File: config.mk
export PLATFORM = sky130hd
export DESIGN_NAME = adder_share_arbiter
export DESIGN_NICKNAME = d
export VERILOG_FILES = /design/src/rtl/adder_share_pkg.sv /design/src/rtl/rr_arbiter.sv /design/src/rtl/adder_share_arbiter.sv
export SDC_FILE = /design/constraint.sdc
export NUM_CORES = 1
export LEC_CHECK = 0
export BUFFER_PORTS_ARGS = -buffer_cell sky130_fd_sc_hd__buf_4
export CAP_MARGIN = 20
export CORE_MARGIN = 2
export CORE_UTILIZATION = 30
export CTS_BUF_LIST = sky130_fd_sc_hd__clkbuf_2
export CTS_CLUSTER_DIAMETER = 100
export DETAILED_ROUTE_END_ITERATION = 12
export GPL_ROUTABILITY_DRIVEN = 0
export SKIP_CTS_REPAIR_TIMING = 1
export SYNTH_ARGS = -nofsm -noshare
export SYNTH_HDL_FRONTEND = slang
export SYNTH_SLANG_ARGS = --single-unit
File: constraint.sdc
create_clock -name clock -period 5 [get_ports clock]
set_clock_uncertainty 0.15 [all_clocks]
set_input_delay 0.25 -clock clock [delete_from_list [all_inputs] [get_ports clock]]
set_output_delay 0.25 -clock clock [all_outputs]
set_load 0.03 [all_outputs]
File: src/rtl/adder_share_pkg.sv
// Shared definitions for the adder-sharing arbiter.
//   - DEF_* : default requester count and datapath widths
//   - slot_state_t : occupancy of the single response slot
//   - resp_t : packed response view {id, carry, sum} for the default configuration
package adder_share_pkg;

    localparam int unsigned DEF_N_REQ = 4;
    localparam int unsigned DEF_WIDTH = 8;
    localparam int unsigned DEF_ID_W  = $clog2(DEF_N_REQ);

    typedef enum logic {
        ST_EMPTY = 1'b0,
        ST_FULL  = 1'b1
    } slot_state_t;

    typedef struct packed {
        logic [DEF_ID_W-1:0]  id;
        logic                 carry;
        logic [DEF_WIDTH-1:0] sum;
    } resp_t;

endpackage

File: src/rtl/rr_arbiter.sv
// Combinational round-robin arbiter.
// Scans req starting at rr_ptr, wrapping modulo N_REQ, and picks the first set bit.
//   req         : request vector
//   rr_ptr      : index with the highest priority this cycle
//   enable      : when low, no grant is issued
//   grant       : one-hot-or-zero grant
//   winner      : encoded index of the first requester found (0 when none)
//   grant_valid : a grant is issued this cycle
module rr_arbiter
    import adder_share_pkg::*;
#(
    parameter int unsigned N_REQ = DEF_N_REQ,
    parameter int unsigned ID_W  = $clog2(N_REQ)
) (
    input  logic [N_REQ-1:0] req,
    input  logic [ID_W-1:0]  rr_ptr,
    input  logic             enable,
    output logic [N_REQ-1:0] grant,
    output logic [ID_W-1:0]  winner,
    output logic             grant_valid
);

    logic            found;
    logic [ID_W-1:0] idx;

    always_comb begin
        found  = 1'b0;
        winner = '0;
        idx    = '0;
        for (int k = 0; k < int'(N_REQ); k++) begin
            // N_REQ is a power of two, so ID_W-bit overflow is the wrap.
            idx = rr_ptr + ID_W'(k);
            if (!found && req[idx]) begin
                found  = 1'b1;
                winner = idx;
            end
        end
        grant_valid = enable & found;
        grant       = '0;
        if (grant_valid) begin
            grant[winner] = 1'b1;
        end
    end

endmodule

File: src/rtl/adder_share_arbiter.sv
// Shares one registered adder lane between N_REQ requesters.
// A round-robin arbiter grants at most one request per cycle; the registered sum is
// returned on a single response slot tagged with the winner's index and held under
// backpressure.
//   clock, reset              : clock and asynchronous active-high reset
//   req_valid/req_ready       : per-requester handshake (ready is one-hot-or-zero)
//   req_a, req_b              : packed operands, requester i at [i*WIDTH +: WIDTH]
//   resp_valid/resp_ready     : response handshake
//   resp_sum/resp_carry/resp_id : truncated sum, carry-out and winner index
//   done_count                : responses consumed, wraps silently
module adder_share_arbiter
    import adder_share_pkg::*;
#(
    parameter int unsigned N_REQ = DEF_N_REQ,
    parameter int unsigned WIDTH = DEF_WIDTH,
    parameter int unsigned ID_W  = $clog2(N_REQ),
    parameter int unsigned CNT_W = 16
) (
    input  logic                   clock,
    input  logic                   reset,
    input  logic [N_REQ-1:0]       req_valid,
    input  logic [N_REQ*WIDTH-1:0] req_a,
    input  logic [N_REQ*WIDTH-1:0] req_b,
    output logic [N_REQ-1:0]       req_ready,
    output logic                   resp_valid,
    input  logic                   resp_ready,
    output logic [WIDTH-1:0]       resp_sum,
    output logic                   resp_carry,
    output logic [ID_W-1:0]        resp_id,
    output logic [CNT_W-1:0]       done_count
);

    typedef struct packed {
        logic [ID_W-1:0]  id;
        logic             carry;
        logic [WIDTH-1:0] sum;
    } slot_t;

    slot_state_t      state_q, state_d;
    slot_t            slot_q, slot_d;
    logic [ID_W-1:0]  rr_ptr_q, rr_ptr_d;
    logic [CNT_W-1:0] done_count_q, done_count_d;

    logic             can_issue;
    logic             grant_valid;
    logic [N_REQ-1:0] grant;
    logic [ID_W-1:0]  winner;
    logic [WIDTH-1:0] a_sel, b_sel;
    logic [WIDTH:0]   sum_full;

    // The slot can take a new result if it is empty or is being drained this cycle.
    assign can_issue = (state_q == ST_EMPTY) | resp_ready;

    // Gating with reset keeps req_ready low for the whole reset window.
    rr_arbiter #(
        .N_REQ (N_REQ),
        .ID_W  (ID_W)
    ) u_rr_arbiter (
        .req         (req_valid),
        .rr_ptr      (rr_ptr_q),
        .enable      (can_issue & ~reset),
        .grant       (grant),
        .winner      (winner),
        .grant_valid (grant_valid)
    );

    assign req_ready = grant;

    // Operand select for the winning requester.
    always_comb begin
        a_sel = '0;
        b_sel = '0;
        for (int i = 0; i < int'(N_REQ); i++) begin
            if (winner == ID_W'(i)) begin
                a_sel = req_a[i*WIDTH +: WIDTH];
                b_sel = req_b[i*WIDTH +: WIDTH];
            end
        end
    end

    assign sum_full = {1'b0, a_sel} + {1'b0, b_sel};

    always_comb begin
        state_d      = state_q;
        slot_d       = slot_q;
        rr_ptr_d     = rr_ptr_q;
        done_count_d = done_count_q;

        if (resp_valid && resp_ready) begin
            done_count_d = done_count_q + CNT_W'(1);
        end

        unique case (state_q)
            ST_EMPTY: begin
                if (grant_valid) begin
                    state_d = ST_FULL;
                end
            end
            ST_FULL: begin
                // A grant in the same cycle as a drain keeps the slot full (no bubble).
                if (resp_ready && !grant_valid) begin
                    state_d = ST_EMPTY;
                end
            end
            default: state_d = ST_EMPTY;
        endcase

        if (grant_valid) begin
            slot_d.id    = winner;
            slot_d.carry = sum_full[WIDTH];
            slot_d.sum   = sum_full[WIDTH-1:0];
            rr_ptr_d     = winner + ID_W'(1);
        end
    end

    always_ff @(posedge clock or posedge reset) begin
        if (reset) begin
            state_q      <= ST_EMPTY;
            slot_q       <= '0;
            rr_ptr_q     <= '0;
            done_count_q <= '0;
        end else begin
            state_q      <= state_d;
            slot_q       <= slot_d;
            rr_ptr_q     <= rr_ptr_d;
            done_count_q <= done_count_d;
        end
    end

    assign resp_valid = (state_q == ST_FULL);
    assign resp_sum   = slot_q.sum;
    assign resp_carry = slot_q.carry;
    assign resp_id    = slot_q.id;
    assign done_count = done_count_q;

endmodule

==> results by group <==
STA
  • Setup TNS: 0 ns
  • Final Setup Violations: 0
  • Final worst path period need: between 4 and 5 ns
  • Worst Max-Slew Pin Slew: 1.01 ns
  • Achievable Freq: 240 MHz
  • Slew margin rel.: around a third
  • Final Hold Violating Endpoints: 0
  • Fin crit share: 83.4%
  • Final slew viol count: 0
  • RSZ-0062 raised after global routing: no

Cells and area
  • Layout filler cell count: 743
  • Antenna diodes: 0
  • Layout cells sized above 1: 33.4%
  • Layout net count: 437
  • Core Util, Final: a little over two fifths
  • Syn-to-layout area delta: 42.1%

Hold path
  • Worst min path class: input pin to flop

Routing
  • Drt first pass iters: 4
  • Final ANT Viol Nets: 0
  • WL met2: between 2000 and 3000 um
  • Wl on met1: 2700 um
  • Via/cell ratio: 4.84
  • Max Used Layer: met4
  • DRC: 0
  • Drt total wl: 5970 um
  • Routed vias: 2187
  • Routed WL per cell: 13.2 um
  • DR iter-0 viols: 63
  • Metal3 WL: about 480 um

Power
  • Pleak: 1.49 nW
  • PD cells: 464 mW/mm2
  • Power, Total: 1.43 mW
  • Maximum vdd drop: 0.151 mV

Synth
  • Gate Count Post-Synth: 250
  • Most frequent cells after synthesis: nand2_1 (40), dfrtp_1 (30), nor2b_1 (18)
  • Top cell type's share of synthesized area: 34.6%
  • Top-count cell post-synth: nand2_1
  • Mapped Nets: between 300 and 400
  • Syn avg cell area: 8.69 um2
  • Ranking of synthesized cells by area: dfrtp_1 (35%), ha_1 (7.5%), nand2_1 (6.9%)
  • Number of enable flip-flop cells after synthesis: 0
  • Largest area contributor in the netlist: dfrtp_1
  • Synth warn: 0
  • Register bit total from synthesis: 30
  • Post-synthesis sequential area ratio: 34.6%
  • Post-synth ARST share: 100%
  • Synth cell types: 37
  • Post-Syn Area: 0.00217 mm2
  • Primary FF master, synth: dfrtp_1

Floorplan
  • Ports: ~100
  • Starting Density: 30.4%
  • Die area: 0.00794 mm2
  • Core Rows: 31
  • Die height: 89.1 um
  • Die Width: 89.1 um
  • Core box area: between 0.007 and 0.008 mm2

Global routing
  • GRT Total Usage: roughly 16%
  • Pin count of the biggest net entering global routing: 26
  • Grt ovf: 0
  • Initial antenna violation count: 0
  • Number of global-route vias before repair: 2100
  • First-pass GRT wire length: 9750 um

Clock tree
  • Reg clk slew, reported paths: roughly 0.16 ns
  • TritonCTS clock tree: built
  • CTS Buf Count: 5
  • # clock sinks: 30
  • Root Driver: clkbuf_2
  • Clk_lat worst skew: between 0.3 and 0.4 ns
  • CTS max path bufs: 2
  • H-tree depth: 2

Worst setup path
  • WP data arrival: 4.33 ns
  • CP Data Required Time: 5.16 ns
  • CP Launch Type: flop
  • Critical path type: flop to flop
  • Worst Path Max Fanout: 15
  • Crit. End Element: flop

Placement
  • Post-DP HPWL: 4920 um
  • Port Buf Inserts: 102

Job
  • Max Cap Violations: 0

Outcome
  • Status: finished, final reports clean
-- kinds of logic after synthesis --
family                     after synthesis  synth area share, %
AOI/OAI and AO/OA                       67                 21.8
xor gates and xnor gates                17                 6.85
adders and majority gates               14                 8.41
buffers and inverters                   21                 4.21
DFF                                     30                 34.6
muxes                                    4                 1.90
and+or+nand+nor                         97                 22.3
-- layout by cell type (no fill, tap or decap), drive strengths merged, types with 2 or more instances in the layout --
cell type	synthesis	final
nand4	6	6
ha	13	13
o21ai	14	14
nor3	2	2
nand3	9	9
dfrtp	30	30
xor2	5	5
inv	8	8
o21a	3	3
mux2i	3	3
or3	2	2
a221oi	15	15
o21bai	3	3
clkbuf	7	6
clkinv	0	2
o31ai	16	16
a21oi	7	7
nor2	9	9
buf	6	107
nor2b	18	18
nand2	40	40
xnor2	12	12
and2	4	4
nor4	3	3
a211oi	4	4
a21o	2	2
-- layout make-up --
type / instances / area, um2 / area share, %
clock buffers: 6 / 30.0 / 0.973
clock inverters: 2 / 8.76 / 0.284
inverters: 8 / 30.0 / 0.973
multi-input cells: 199 / 1330 / 43.1
flip-flops and latches: 30 / 751 / 24.3
well taps: 99 / 124 / 4.01
repair buffers: 108 / 813 / 26.3
-- stage by stage --
stage | cells | area, um2 | hold WS, ns | setup WS (ns)
floorplan | 250 | 2170 | 0.191 | 1.29
global placement | 443 | 3040 | 0.188 | 0.992
detailed placement | 443 | 3040 | 0.201 | 0.916
CTS | 451 | 3080 | -0.228 | 0.847
global route | 452 | 3090 | 0.0170 | 0.445
finish | 452 | 3090 | 0.0257 | 0.831
-- path summary, 6_finish.rpt --
check,startpoint,to,slack (ns),cells past startpoint
worst max-delay path,rr_ptr_q[1]$_DFFE_PP0P_,resp_sum[5]$_DFFE_PP0P_,0.83,12
worst min-delay path,req_valid[3],resp_valid$_DFF_PP0_,0.03,3
worst max register to register,rr_ptr_q[1]$_DFFE_PP0P_,resp_sum[5]$_DFFE_PP0P_,0.83,12
worst min register to register,done_count[15]$_DFFE_PP0P_,done_count[15]$_DFFE_PP0P_,0.33,1
max in group asynchronous,reset,done_count[1]$_DFFE_PP0P_,3.71,4
min in group asynchronous,reset,resp_id[0]$_DFFE_PP0P_,0.35,3
-- layer usage --
layer  track usage [%]  vias to the layer above
li1                  -                     1108
met1              20.2                      971
met2              26.0                      100
met3              3.60                        8
met4              4.07                        0
met5                 0                        -
-- report_power, final --
group | internal [mW] | leakage [nW] | switching, mW
registers | 0.313 | 0.385 | 0.0648
clock network | 0.0344 | 0.0304 | 0.0828
logic | 0.394 | 1.07 | 0.544
-- state kept, by name, indices dropped and copies added (netlist names) --
| signal | flops |
|---|---|
| rr_ptr_q | 2 |
| resp_carry | 1 |
| resp_sum | 8 |
| done_count | 16 |
| resp_id | 2 |
| resp_valid | 1 |
-- critical path: stages (launching register included) --
cell,delay [ns]
dfrtp_1,0.47
a21oi_1,0.09
o21a_1,0.17
o22ai_1,0.29
ha_1,0.25
nor2b_1,0.81
a221oi_1,0.20
o31ai_1,0.43
ha_1,0.33
a211oi_1,0.29
o21bai_1,0.15
a2111o_1,0.42
nand3_1,0.07
(Power assumes the default switching activity.)
